<file path="src/rtl/alu_pkg.sv">
//==============================================================================
// Package : alu_pkg
// Brief   : Opcode, one-hot ALU OP, FSM state and CCR bit definitions shared by
//           the ALU issue sequencer and its opcode decoder.
// Rev     : 1.0  initial release
//==============================================================================
`default_nettype none

package alu_pkg;

  localparam int c_OP_W         = 7;
  localparam int c_OPC_MASK_BIT = 4;

  localparam logic [4:0] c_OPC_NOP = 5'h00;
  localparam logic [4:0] c_OPC_ADD = 5'h01;
  localparam logic [4:0] c_OPC_SUB = 5'h02;
  localparam logic [4:0] c_OPC_AND = 5'h03;
  localparam logic [4:0] c_OPC_OR  = 5'h04;
  localparam logic [4:0] c_OPC_NOT = 5'h05;
  localparam logic [4:0] c_OPC_SHR = 5'h06;
  localparam logic [4:0] c_OPC_SHL = 5'h07;

  localparam logic [c_OP_W-1:0] c_OP_NONE = 7'b0000000;
  localparam logic [c_OP_W-1:0] c_OP_ADD  = 7'b0000001;
  localparam logic [c_OP_W-1:0] c_OP_SUB  = 7'b0000010;
  localparam logic [c_OP_W-1:0] c_OP_AND  = 7'b0000100;
  localparam logic [c_OP_W-1:0] c_OP_OR   = 7'b0001000;
  localparam logic [c_OP_W-1:0] c_OP_NOT  = 7'b0010000;
  localparam logic [c_OP_W-1:0] c_OP_SHR  = 7'b0100000;
  localparam logic [c_OP_W-1:0] c_OP_SHL  = 7'b1000000;

  typedef logic [1:0] state_t;
  localparam logic [1:0] c_ST_IDLE = 2'd0;
  localparam logic [1:0] c_ST_EXEC = 2'd1;
  localparam logic [1:0] c_ST_WB   = 2'd2;

  // Ccr layout is {N,C,Z}
  localparam int c_CCR_Z = 0;
  localparam int c_CCR_C = 1;
  localparam int c_CCR_N = 2;

endpackage

`default_nettype wire

</file>
<file path="src/rtl/alu_op_decode.sv">
//==============================================================================
// Module : alu_op_decode
// Brief  : Combinational binary opcode -> one-hot ALU OP, legal/NOP/flag-update.
// Config : ALU_SEQ_FLAG_MASK_EN enables flag-suppressed aliases 0x11..0x17.
// Rev    : 1.0  initial release
//==============================================================================
`default_nettype none

module alu_op_decode
  import alu_pkg::*;
(
  input  logic [4:0]        opcode,
  output logic [c_OP_W-1:0] aluOp,
  output logic              legal,
  output logic              isNop,
  output logic              flagUpd
);

  logic       w_inRange;
  logic [4:0] w_base;

`ifdef ALU_SEQ_FLAG_MASK_EN
  // 0x11..0x17 alias 0x01..0x07 with flags held; 0x10 has no NOP alias
  assign w_inRange = !opcode[3] && !(opcode[c_OPC_MASK_BIT] && (opcode[2:0] == 3'd0));
`else
  assign w_inRange = (opcode[4:3] == 2'b00);
`endif

  assign w_base = {1'b0, opcode[3:0]};

  always_comb begin
    aluOp   = c_OP_NONE;
    legal   = w_inRange;
    isNop   = 1'b0;
    flagUpd = !opcode[c_OPC_MASK_BIT];
    if (w_inRange) begin
      case (w_base)
        c_OPC_NOP: isNop = 1'b1;
        c_OPC_ADD: aluOp = c_OP_ADD;
        c_OPC_SUB: aluOp = c_OP_SUB;
        c_OPC_AND: aluOp = c_OP_AND;
        c_OPC_OR:  aluOp = c_OP_OR;
        c_OPC_NOT: aluOp = c_OP_NOT;
        c_OPC_SHR: aluOp = c_OP_SHR;
        c_OPC_SHL: aluOp = c_OP_SHL;
        default:   legal = 1'b0;
      endcase
    end
  end

endmodule

`default_nettype wire

</file>
<file path="src/rtl/alu_op_sequencer.sv">
//==============================================================================
// Module : alu_op_sequencer
// Brief  : ALU issue sequencer: IDLE -> EXEC -> WB, one instruction in flight,
//          captures Result and {N,C,Z} into Ccr, valid/ready on both sides.
// Config : ALU_SEQ_FLAG_MASK_EN (see alu_op_decode) suppresses Ccr update.
// Rev    : 1.0  initial release
//==============================================================================
`default_nettype none

module alu_op_sequencer
  import alu_pkg::*;
#(
  parameter int WIDTH      = 16,
  parameter int REG_ADDR_W = 3,
  parameter int OP_W       = 7
) (
  input  logic                  clk,
  input  logic                  rst,
  input  logic                  InValid,
  output logic                  InReady,
  input  logic [4:0]            InOpcode,
  input  logic [REG_ADDR_W-1:0] InDst,
  input  logic [WIDTH-1:0]      InFirst,
  input  logic [WIDTH-1:0]      InSecond,
  output logic [WIDTH-1:0]      AluFirst,
  output logic [WIDTH-1:0]      AluSecond,
  output logic [OP_W-1:0]       AluOp,
  output logic                  AluEn,
  input  logic [WIDTH-1:0]      AluResult,
  input  logic                  AluZero,
  input  logic                  AluCarry,
  input  logic                  AluNeg,
  output logic                  OutValid,
  input  logic                  OutReady,
  output logic [WIDTH-1:0]      OutResult,
  output logic [REG_ADDR_W-1:0] OutDst,
  output logic                  OutWrite,
  output logic [2:0]            Ccr,
  output logic                  IllegalOp
);

  state_t                r_state;
  logic [WIDTH-1:0]      r_aluFirst;
  logic [WIDTH-1:0]      r_aluSecond;
  logic [OP_W-1:0]       r_aluOp;
  logic                  r_aluEn;
  logic [WIDTH-1:0]      r_outResult;
  logic [REG_ADDR_W-1:0] r_outDst;
  logic                  r_outWrite;
  logic [2:0]            r_ccr;
  logic                  r_flagUpd;
  logic                  r_illegalOp;

  logic [OP_W-1:0]       w_decOp;
  logic                  w_legal;
  logic                  w_isNop;
  logic                  w_flagUpd;

  alu_op_decode u_decode (
    .opcode  (InOpcode),
    .aluOp   (w_decOp),
    .legal   (w_legal),
    .isNop   (w_isNop),
    .flagUpd (w_flagUpd)
  );

  always_ff @(posedge clk or posedge rst) begin
    if (rst) begin
      r_state     <= c_ST_IDLE;
      r_aluFirst  <= '0;
      r_aluSecond <= '0;
      r_aluOp     <= '0;
      r_aluEn     <= 1'b0;
      r_outResult <= '0;
      r_outDst    <= '0;
      r_outWrite  <= 1'b0;
      r_ccr       <= 3'b000;
      r_flagUpd   <= 1'b0;
      r_illegalOp <= 1'b0;
    end else begin
      r_illegalOp <= 1'b0;
      case (r_state)
        c_ST_IDLE: begin
          if (InValid) begin
            if (w_isNop) begin
              r_outDst   <= InDst;
              r_outWrite <= 1'b0;
              r_state    <= c_ST_WB;
            end else if (w_legal) begin
              r_aluFirst  <= InFirst;
              r_aluSecond <= InSecond;
              r_aluOp     <= w_decOp;
              r_aluEn     <= 1'b1;
              r_outDst    <= InDst;
              r_flagUpd   <= w_flagUpd;
              r_state     <= c_ST_EXEC;
            end else begin
              // Illegal opcodes are consumed and reported, nothing else moves
              r_illegalOp <= 1'b1;
            end
          end
        end
        c_ST_EXEC: begin
          r_aluEn     <= 1'b0;
          r_aluOp     <= '0;
          r_outResult <= AluResult;
          r_outWrite  <= 1'b1;
          if (r_flagUpd) begin
            r_ccr[c_CCR_N] <= AluNeg;
            r_ccr[c_CCR_C] <= AluCarry;
            r_ccr[c_CCR_Z] <= AluZero;
          end
          r_state <= c_ST_WB;
        end
        c_ST_WB: begin
          if (OutReady) r_state <= c_ST_IDLE;
        end
        default: r_state <= c_ST_IDLE;
      endcase
    end
  end

  assign InReady   = (r_state == c_ST_IDLE);
  assign OutValid  = (r_state == c_ST_WB);
  assign AluFirst  = r_aluFirst;
  assign AluSecond = r_aluSecond;
  assign AluOp     = r_aluOp;
  assign AluEn     = r_aluEn;
  assign OutResult = r_outResult;
  assign OutDst    = r_outDst;
  assign OutWrite  = r_outWrite;
  assign Ccr       = r_ccr;
  assign IllegalOp = r_illegalOp;

endmodule

`default_nettype wire

</file>
<file path="config.mk">
export PLATFORM = sky130hd
export DESIGN_NAME = alu_op_sequencer
export DESIGN_NICKNAME = d
export VERILOG_FILES = /design/src/rtl/alu_pkg.sv /design/src/rtl/alu_op_decode.sv /design/src/rtl/alu_op_sequencer.sv
export SDC_FILE = /design/constraint.sdc
export NUM_CORES = 1
export LEC_CHECK = 0
export CAP_MARGIN = 40
export CORE_MARGIN = 3
export CORE_UTILIZATION = 35
export CTS_CLUSTER_SIZE = 25
export DETAILED_ROUTE_END_ITERATION = 7
export GPL_TIMING_DRIVEN = 0
export PLACE_DENSITY = 0.73
export SYNTH_ARGS = -nofsm -noshare
export SYNTH_HDL_FRONTEND = slang
export SYNTH_SLANG_ARGS = --single-unit
export TNS_END_PERCENT = 1
</file>
<file path="constraint.sdc">
create_clock -name clk -period 2.1 [get_ports clk]
set_clock_uncertainty 0.05 [all_clocks]
set_input_delay 0.315 -clock clk [delete_from_list [all_inputs] [get_ports clk]]
set_output_delay 0.315 -clock clk [all_outputs]
set_load 0.03 [all_outputs]
</file>
Word-level counts from Yosys, hierarchy flattened
Index checks and enable logic that the tools add are counted.
- output and inout port bits: 66
- bits in latches: 0
- logic and storage cells: 68
- memories: 0
- memory bits (writable): 0
- register bits: 67
- input bits: 63
- memory bits (read-only): 0
- shifts and indexed selects: 0
- $add $sub $neg: 0
- bitwise gates (word level): 1
- reductions and logical operators: 13
- div/mod/pow operators: 0
- $mul: 0
- muxes and demuxes: 28
- magnitude comparators: 0
- equality and inequality tests: 15
- operator list (cell ; count):
    $pmux W7 S7 ; 1
    $mux W7 ; 4
    $eq A4 B3 Y1 const B ; 4
    $pmux W7 S2 ; 1
    $mux W1 ; 13
    $reduce_and A3 Y1 ; 3
    $eq A4 B2 Y1 const B ; 2
    $mux W2 ; 4
    $reduce_and A4 Y1 ; 2
    $reduce_or A8 Y1 ; 1
    $mux W3 ; 2
    $ne A2 B1 Y1 const B ; 3
    $pmux W2 S3 ; 1
    $logic_not A5 Y1 ; 1
    $eq A4 B1 Y1 const B ; 1
    $logic_not A2 Y1 ; 2
    $ne A2 B2 Y1 const B ; 2
    $pmux W1 S2 ; 2
    $reduce_bool A2 Y1 ; 2
    $ne A3 B1 Y1 const B ; 1
    $eq A2 B1 Y1 const B ; 1
    $eq A2 B2 Y1 const B ; 1
    $reduce_and A2 Y1 ; 1
    $logic_not A1 Y1 ; 1
    $not A1 Y1 ; 1

Logic depth before layout (Yosys ltp)
Gate-level depths: netlist of run 1.
- depth in word-level cells: 8
- gate-level depth with buffers: 6

By module
A second synthesis of run 1 with hierarchy kept.
- cell total of the unflattened synthesis: 186
- area total of the unflattened synthesis: 2819.0 µm²
- by module, submodules not included (module ; area an instance (µm²) ; instances ; cells an instance ; seq. area each (µm²)):
    alu_op_sequencer ; 2728.9 ; 1 ; 171 ; 1676.6
    alu_op_decode ; 90.1 ; 1 ; 15 ; 0.0

Worst setup path before layout of run 1
OpenSTA, ideal clock, no wires.
- path type: register to register
- start: register r_state[1]
- end: register r_aluFirst[0], in the netlist AluFirst[0]
- data required time: 1.925 ns
- stages on the path, launching flop included: 6
- slack: 0.467 ns
- arrival: 1.458 ns
- setup time: 0.125 ns
- path through: dfrtp_1 -> buf_4 -> nor2_4 -> nand3_4 -> buf_6 -> mux2_4
- cells in the longest elaborated chain, start to end: 2
- ends and longest elaborated chain (item ; line ; source):
    start: declaration ; alu_op_sequencer.sv:42 ; state_t r_state;
    start signal: assignment ; alu_op_sequencer.sv:69 ; r_state <= c_ST_IDLE;
    start signal: assignment ; alu_op_sequencer.sv:88 ; r_state <= c_ST_WB;
    start signal: assignment ; alu_op_sequencer.sv:96 ; r_state <= c_ST_EXEC;
    $logic_not A2 Y1 ; n/a ;
    named net InReady ; alu_op_sequencer.sv:20 ; output logic InReady,
    $reduce_and A4 Y1 (no line) ; n/a ;
    end signal: assignment ; alu_op_sequencer.sv:90 ; r_aluFirst <= InFirst;
    end: declaration ; alu_op_sequencer.sv:43 ; logic [WIDTH-1:0] r_aluFirst;
The timed path passes the listed nets, and every way through them passes these cells.
A chain may end at the register's enable or synchronous reset.

Worst setup path after layout of run 1
- start: register r_state[1]
- end: output port InReady
- cells in the longest elaborated chain, start to end: 1
- ends and longest elaborated chain (item ; line ; source):
    $logic_not A2 Y1 ; alu_op_sequencer.sv:123 ; assign InReady = (r_state == c_ST_IDLE);
    end: declaration ; alu_op_sequencer.sv:20 ;
Every way passes these cells.

==> metrics.cfg, run 1 <==
[outcome]
outcome = finished, final reports clean

[clocking]
holdBufCountCts = 0
cts_tree = built
cts_sinks = 67
clock_path_buffers = 2
clkLatencyLatePin_ps = 330
clk_pin_slew_ps = 80
htree_levels = 3
cts_buffers = 9
cts-root-buf = clkbuf_8

[worst_hold_path]
hold_class = primary input to asynchronous set/reset pin

[floorplanning]
start_util_pct = 37.16
die_x_microns = 94.93
core_area_sq_mm = 0.007447
ioPinCount = 129
dieArea_sq_mm = 0.009011
rows = 31
die_y_microns = 94.93

[detailed_routing]
ant_nets = 0
drt_iter0_markers = 82
first_pass_iters = 4
wl_per_cell_microns = 14.18
routed_via_density = 4.476
drc = 0
wl_microns = 6382
vias = 2014

[critical_path]
worst-setup-path-type = flop to primary output
reg2reg_from = r_state[1]
r2r_end = AluFirst[1]
endpoint_kind = primary output
reg2reg_slack_ps = 460
cp.arrival_ps = 1540
critPathMaxFanout = 9
reg2reg_depth = 5
required_ps = 1740
cp-start-kind = flop

[power_and_ir_drop]
power_mw = 6.884
vdd_drop_max_uv = 808.3
leakage_nw = 1.997
power.density_mw_per_mm2 = 1567

[final_layout]
syn2layout_area_growth_pct = 58.77
drive_gt1_share_pct = 19.37
final_nets = 409
num_antenna_cells = 0
postLayoutCoreUtil_pct = 59.01
fillers = 647

[timing]
slew_violations = 0
finalSetupViolCount = 0
max_freq_ghz = 0.5256
fin_crit_ps = 1902
relSlewSlack_pct = 46.01
tightest_slew_ps = 809.8
rsz0062_at_grt = no
fin_crit_sh_pct = 90.59
holdWs_ps = 411.6
hold_viol = 0

[placement]
port-buffer-count = 128
dp_hpwl_microns = 4699
gp_congestion = 0.7586

[yosys]
synth-simple-area-share_pct = 14.38
synth_fa_ha_area_share_pct = 0
synthMuxAreaShare_pct = 19.26
syn-mean-instance-area_sq_um = 13.37
synth_compound_area_share_pct = 3.074
synth-xor-area-share_pct = 0
ys_ff_latch = 67
yosys_warnings = 0
synth_area_leaders = dfrtp_1 61%, mux2_4 15%, nand2_1 7.7%
yosysTopAreaCell = dfrtp_1
synth_top_family_by_area = multiplexers
yosysTopAreaCellShare_pct = 60.58
synth_seq_area_share_pct = 60.58
netlist_instances = 207
synth_cell_types = 31
syn-cell-area_sq_mm = 0.002768
syn_nets = 270

[job]
cap_viol_max_count = 0

[global_route]
track_usage_pct = 14.77
grt_pass1_wl_microns = 10090
antenna_found_initial = 0
grt_max_degree = 68
grt_pass1_vias = 2104
grt_remaining_overflow = 0

cells in the mapped netlist, drive strengths merged:
master and number:
dfrtp 67, nand2 57, mux2 38, buf 7, o21ai 4, inv 3, nor2b 3, o32ai 3
and2 2, clkbuf 2, nand2b 2, nand3 2, nand4 2, nor3b 2, or3 2, a221oi 1
and3 1, nand4b 1, nor2 1, nor4b 1, o21a 1, o22ai 1, o31ai 1, o41ai 1
or2 1, or3b 1
placed cells by master (no fill, tap or decap), types with 2 or more instances in the layout:
cell / instances
buf_2: 3
buf_6: 3
inv_1: 2
and2_1: 2
dfrtp_1: 67
bufinv_16: 2
nor3b_4: 2
clkdlybuf4s50_1: 126
mux2_4: 28
nor2b_1: 3
nand2_1: 57
clkinv_4: 2
nand2b_1: 2
clkbuf_1: 3
nand4_1: 2
o21ai_0: 4
mux2_2: 10
o32ai_1: 3
clkbuf_8: 9
kinds of logic (layout without fill, tap and decap cells):
logic type,count (synthesis),count (layout)
muxes,38,38
AOI/OAI and AO/OA,12,12
DFF,67,67
and+or+nand+nor,78,78
buffers and inverters,12,156
cell type report:
class / count / area (sq um) / area share, %
clock inverter: 6 / 90.09 / 2.050
buffer: 9 / 63.81 / 1.452
tap: 99 / 123.9 / 2.819
clock buffer: 10 / 127.6 / 2.904
timing repair buffer: 128 / 1282 / 29.19
sequential: 67 / 1677 / 38.15
inverter: 3 / 13.76 / 0.3132
multi-input combinational: 128 / 1016 / 23.12
state kept, by name, summed over array words and instances (netlist names):
signal and count:
AluFirst 16, OutResult 16, Ccr 3, IllegalOp 1, AluSecond 16, OutDst 3
r_state 2, r_flagUpd 1, AluEn 1, AluOp 7, OutWrite 1
report_power, final:
| part | leakage (nW) | switching, mW | internal [mW] |
|---|---|---|---|
| registers | 0.806 | 0.316 | 1.88 |
| logic | 1.08 | 1.85 | 1.67 |
| clock network | 0.106 | 0.496 | 0.671 |
| total | 2.00 | 2.66 | 4.22 |
worst max-delay path: stages (launching register included):
cell and delay, ps:
dfrtp_1 360, buf_4 170, nor2_4 240, dlygate4sd2_1 430
timing repair:
action                                  4_1_cts  5_1_grt
resized for setup                             1        1
endpoints found under the setup margin        1        1
buffers inserted                              0        0
layer usage:
layer / GRT usage, % / vias to the layer above / routed length, microns
met5: 0 / - / 0
met4: 6.130 / 0 / 80
met3: 5.259 / 8 / 495
met2: 23.19 / 69 / 3096
met1: 18.44 / 956 / 2709
li1: - / 981 / -
through the flow:
stage	setup WS, ps	TNS (ps)	cells	instance area (sq um)
after global routing	111.5	0	450	4394
after floorplan	51.84	0	207	2768
final	197.5	0	450	4394
after global placement	-1097	-74230	434	4173
after CTS	41.57	0	450	4392
after detailed placement	-34.54	-617.5	434	4175
worst max-delay path by stage:
stage / from / to / slack, ps / cells past startpoint
floorplan: rst / AluEn / 50 / 1
global placement: rst / AluSecond[6] / -1100 / 2
detailed placement: InOpcode[1] / AluSecond[8] / -30 / 5
CTS: r_state[1] / OutValid / 40 / 3
global route: r_state[1] / InReady / 110 / 3
finish: r_state[1] / InReady / 200 / 3
No activity file was read; power rests on OpenSTA's default activity.
==> run 2, diff against run 1 <==
ABC_AREA = 1   (was not set)
CORE_UTILIZATION = 30   (was 35)
PLACE_DENSITY = not set   (was 0.73)
==> run 2 against run 1 <==
Compared with the run above:
- cell area is 0.31% higher
- total power down 34%
- utilization is 8.9 points lower
- sequential cell count unchanged
- critical path type unchanged
- largest cell class unchanged
==> metrics.cfg, run 2 <==
[outcome]
outcome = finished, final reports clean

[final_layout]
layout_common_cells = 151 x nand2_1, 127 x clkdlybuf4s50_1, 67 x dfrtp_1
fillers = 872  ; +35%
postLayoutCoreUtil_pct = 50.06  ; -8.9 points
num_antenna_cells = 0  ; unchanged
drive_gt1_share_pct = 8.370  ; -11 points
syn2layout_area_growth_pct = 59.85
multi_input_area_sq_um = 942.2  ; -7.3%
regArea_sq_mm = 0.001677  ; unchanged
final_common_cell = nand2_1
final_nets = 512  ; +25%
design_area_sq_mm = 0.004408  ; +0.31%

[floorplanning]
die_y_microns = 101.9  ; +7.3%
dieArea_sq_mm = 0.01038  ; +15%
ioPinCount = 129  ; unchanged
core_area_sq_mm = 0.008806  ; +18%
rows = 34  ; +9.7%
die_x_microns = 101.9  ; +7.3%
start_util_pct = 31.32  ; -5.8 points

[yosys]
synth_cell_types = 16  ; -48%
syn_nets = 372  ; +38%
yosys-top-cells-count = 151 x nand2_1, 67 x dfrtp_1, 39 x nand3_1, 11 x inv_1, 9 x nor2_1
yosys_most_used_dff = dfrtp_1
syn-cell-area_sq_mm = 0.002758  ; -0.36%
syn-mean-instance-area_sq_um = 8.924  ; -33%
yosysTopAreaCell = dfrtp_1
synth_seq_area_share_pct = 60.80  ; +0.22 points
synth_area_leaders = dfrtp_1 61%, nand2_1 21%, nand3_1 7.1%
synthArstFlopShare_pct = 100.0  ; unchanged
yosysTopAreaCellShare_pct = 60.80  ; +0.22 points
netlist_instances = 309  ; +49%
yosys_warnings = 0  ; unchanged
synth_edf_count = 0  ; unchanged
ys_ff_latch = 67  ; unchanged
synthMostInstantiatedCell = nand2_1

[critical_path]
cp_top_family = buffers and inverters
worst-setup-path-type = flop to primary output
crit_chain = nor2_4 > clkdlybuf4s50_1
reg2reg_slack_ps = 680  ; +220 ps
required_ps = 1740  ; about the same
r2r_end = AluSecond[11]
path_depth = 2  ; -1
critPathMaxFanout = 3  ; -6
reg2reg_from = r_state[1]
reg2reg_depth = 7  ; +2
cp-start-kind = flop
critPathCapture = InReady
endpoint_kind = primary output
cp.arrival_ps = 1600  ; +60 ps
crit_start = r_state[1]
max_stage_delay_ps = 710  ; +280 ps
cp_num_buf_inv = 1  ; -1
crit_path_top_delay_cell = clkdlybuf4s50_1

[clocking]
cts_tree = built
clk_pin_slew_ps = 80  ; about the same
cts_resized = 0  ; -1
cts_buffers = 9  ; unchanged
htree_levels = 3  ; unchanged
cts_setup_buffers = 0  ; unchanged
clkLatencyLatePin_ps = 330  ; about the same
cts_sinks = 67  ; unchanged
clock_path_buffers = 2  ; unchanged
holdBufCountCts = 0  ; unchanged
cts-root-buf = clkbuf_8

[detailed_routing]
drt_iter0_markers = 96  ; +17%
vias = 2482  ; +23%
wl_microns = 7670  ; +20%
ant_nets = 0  ; unchanged
first_pass_iters = 4  ; unchanged
wl_per_cell_microns = 13.65  ; -3.8%
routed_via_density = 4.416  ; -1.3%
drc = 0  ; unchanged

[placement]
dp_hpwl_microns = 5770  ; +23%
place_area_sq_mm = 0.004197  ; +0.51%
dp_slack_ps = 286.5  ; +321.0 ps
port-buffer-count = 128  ; unchanged
gp_congestion = 0.7775  ; +2.5%

[timing]
fin_ws_ps = 130.1  ; -67.44 ps
hold_viol = 0  ; unchanged
max_freq_ghz = 0.5076  ; -3.4%
rsz0062_at_grt = no
tightest_slew_ps = 377.6  ; -432.2 ps
slew_violations = 0  ; unchanged
fin_crit_ps = 1970  ; +67.44 ps
fin_crit_sh_pct = 93.80  ; +3.2 points
finalSetupViolCount = 0  ; unchanged
holdWs_ps = 267.2  ; -144.4 ps
relSlewSlack_pct = 74.83  ; +29 points

[power_and_ir_drop]
comb_power_share_pct = 36.6  ; -15 points
switching_share_pct = 35.15  ; -3.5 points
vdd_drop_max_uv = 448.6  ; -45%
internal_power_mw = 2.945  ; -30%
power.density_mw_per_mm2 = 1030  ; -34%
leakage_nw = 2.191  ; +9.7%
clkPwrFrac_pct = 25.4  ; +8.5 points
p_seq_share_pct = 38.0  ; +6.1 points
p_sw_mw = 1.597  ; -40%

[global_route]
grt_pass1_vias = 2545  ; +21%
track_usage_pct = 15.42  ; +0.66 points
grt_pass1_wl_microns = 12340  ; +22%
grt_max_degree = 40  ; -41%
grt_remaining_overflow = 0  ; unchanged
antenna_found_initial = 0  ; unchanged

[worst_hold_path]
hold_class = primary input to asynchronous set/reset pin

[job]
cap_viol_max_count = 0  ; unchanged

run 2: cell families (layout without fill, tap and decap cells):
family	count (synthesis)	in the layout	share of synthesized area, %
AO/OA/AOI/OAI	4	4	0.7260
buffers and inverters	25	170	5.036
flip-flops	67	67	60.80
AND/OR/NAND/NOR	213	213	33.44
run 2: worst min path at each step:
| stage | from | to | slack (ps) |
|---|---|---|---|
| after global routing | rst | AluOp[1] | 300 |
| final | rst | AluOp[1] | 270 |
| after global placement | AluSecond[10] | AluSecond[10] | 400 |
| after floorplan | AluResult[10] | OutResult[10] | 380 |
| after detailed placement | OutResult[3] | OutResult[3] | 410 |
| after CTS | rst | AluOp[1] | 280 |
run 2: power groups by stage:
stage | Clock [mW] | Combinational [mW] | Sequential, mW
detailed placement | 0 | 1.69 | 1.74
CTS | 1.19 | 1.69 | 1.73
finish | 1.15 | 1.66 | 1.73
global route | 1.26 | 1.78 | 1.76
global placement | 0 | 1.67 | 1.74
floorplan | 0 | 0.311 | 2.31
run 2: worst reg2reg max path: cells and delay by family, from the launching register on:
family                 cells  cell delay (ps)
AND/OR/NAND/NOR            6              680
buffers and inverters      1              160
flip-flops                 1              420
run 2: final cells by class:
class                      instances  share of cell area [%]
buffer                            13                   2.129
clock buffer                      11                   2.980
clock inverter                     5                   1.760
inverter                          12                   1.079
multi-input combinational        217                   21.37
sequential                        67                   38.04
tap                              108                   3.066
timing repair buffer             129                   29.58
run 2: routing by layer:
metal / vias up / share of wire, % / GRT usage, % / routed length, microns
li1: 1247 / - / - / -
met1: 1163 / 44 / 20.12 / 3402
met2: 64 / 49 / 24.65 / 3765
met3: 8 / 5.0 / 2.935 / 380
met4: 0 / 1.6 / 7.669 / 121
met5: - / 0 / 0 / 0
run 2: through the flow:
step / setup TNS [ps] / std cells / power (mW)
detailed placement: 0 / 546 / 3.433
finish: 0 / 562 / 4.542
CTS: 0 / 562 / 4.609
global route: 0 / 562 / 4.796
global placement: -79270 / 545 / 3.412
floorplan: 0 / 309 / 2.617
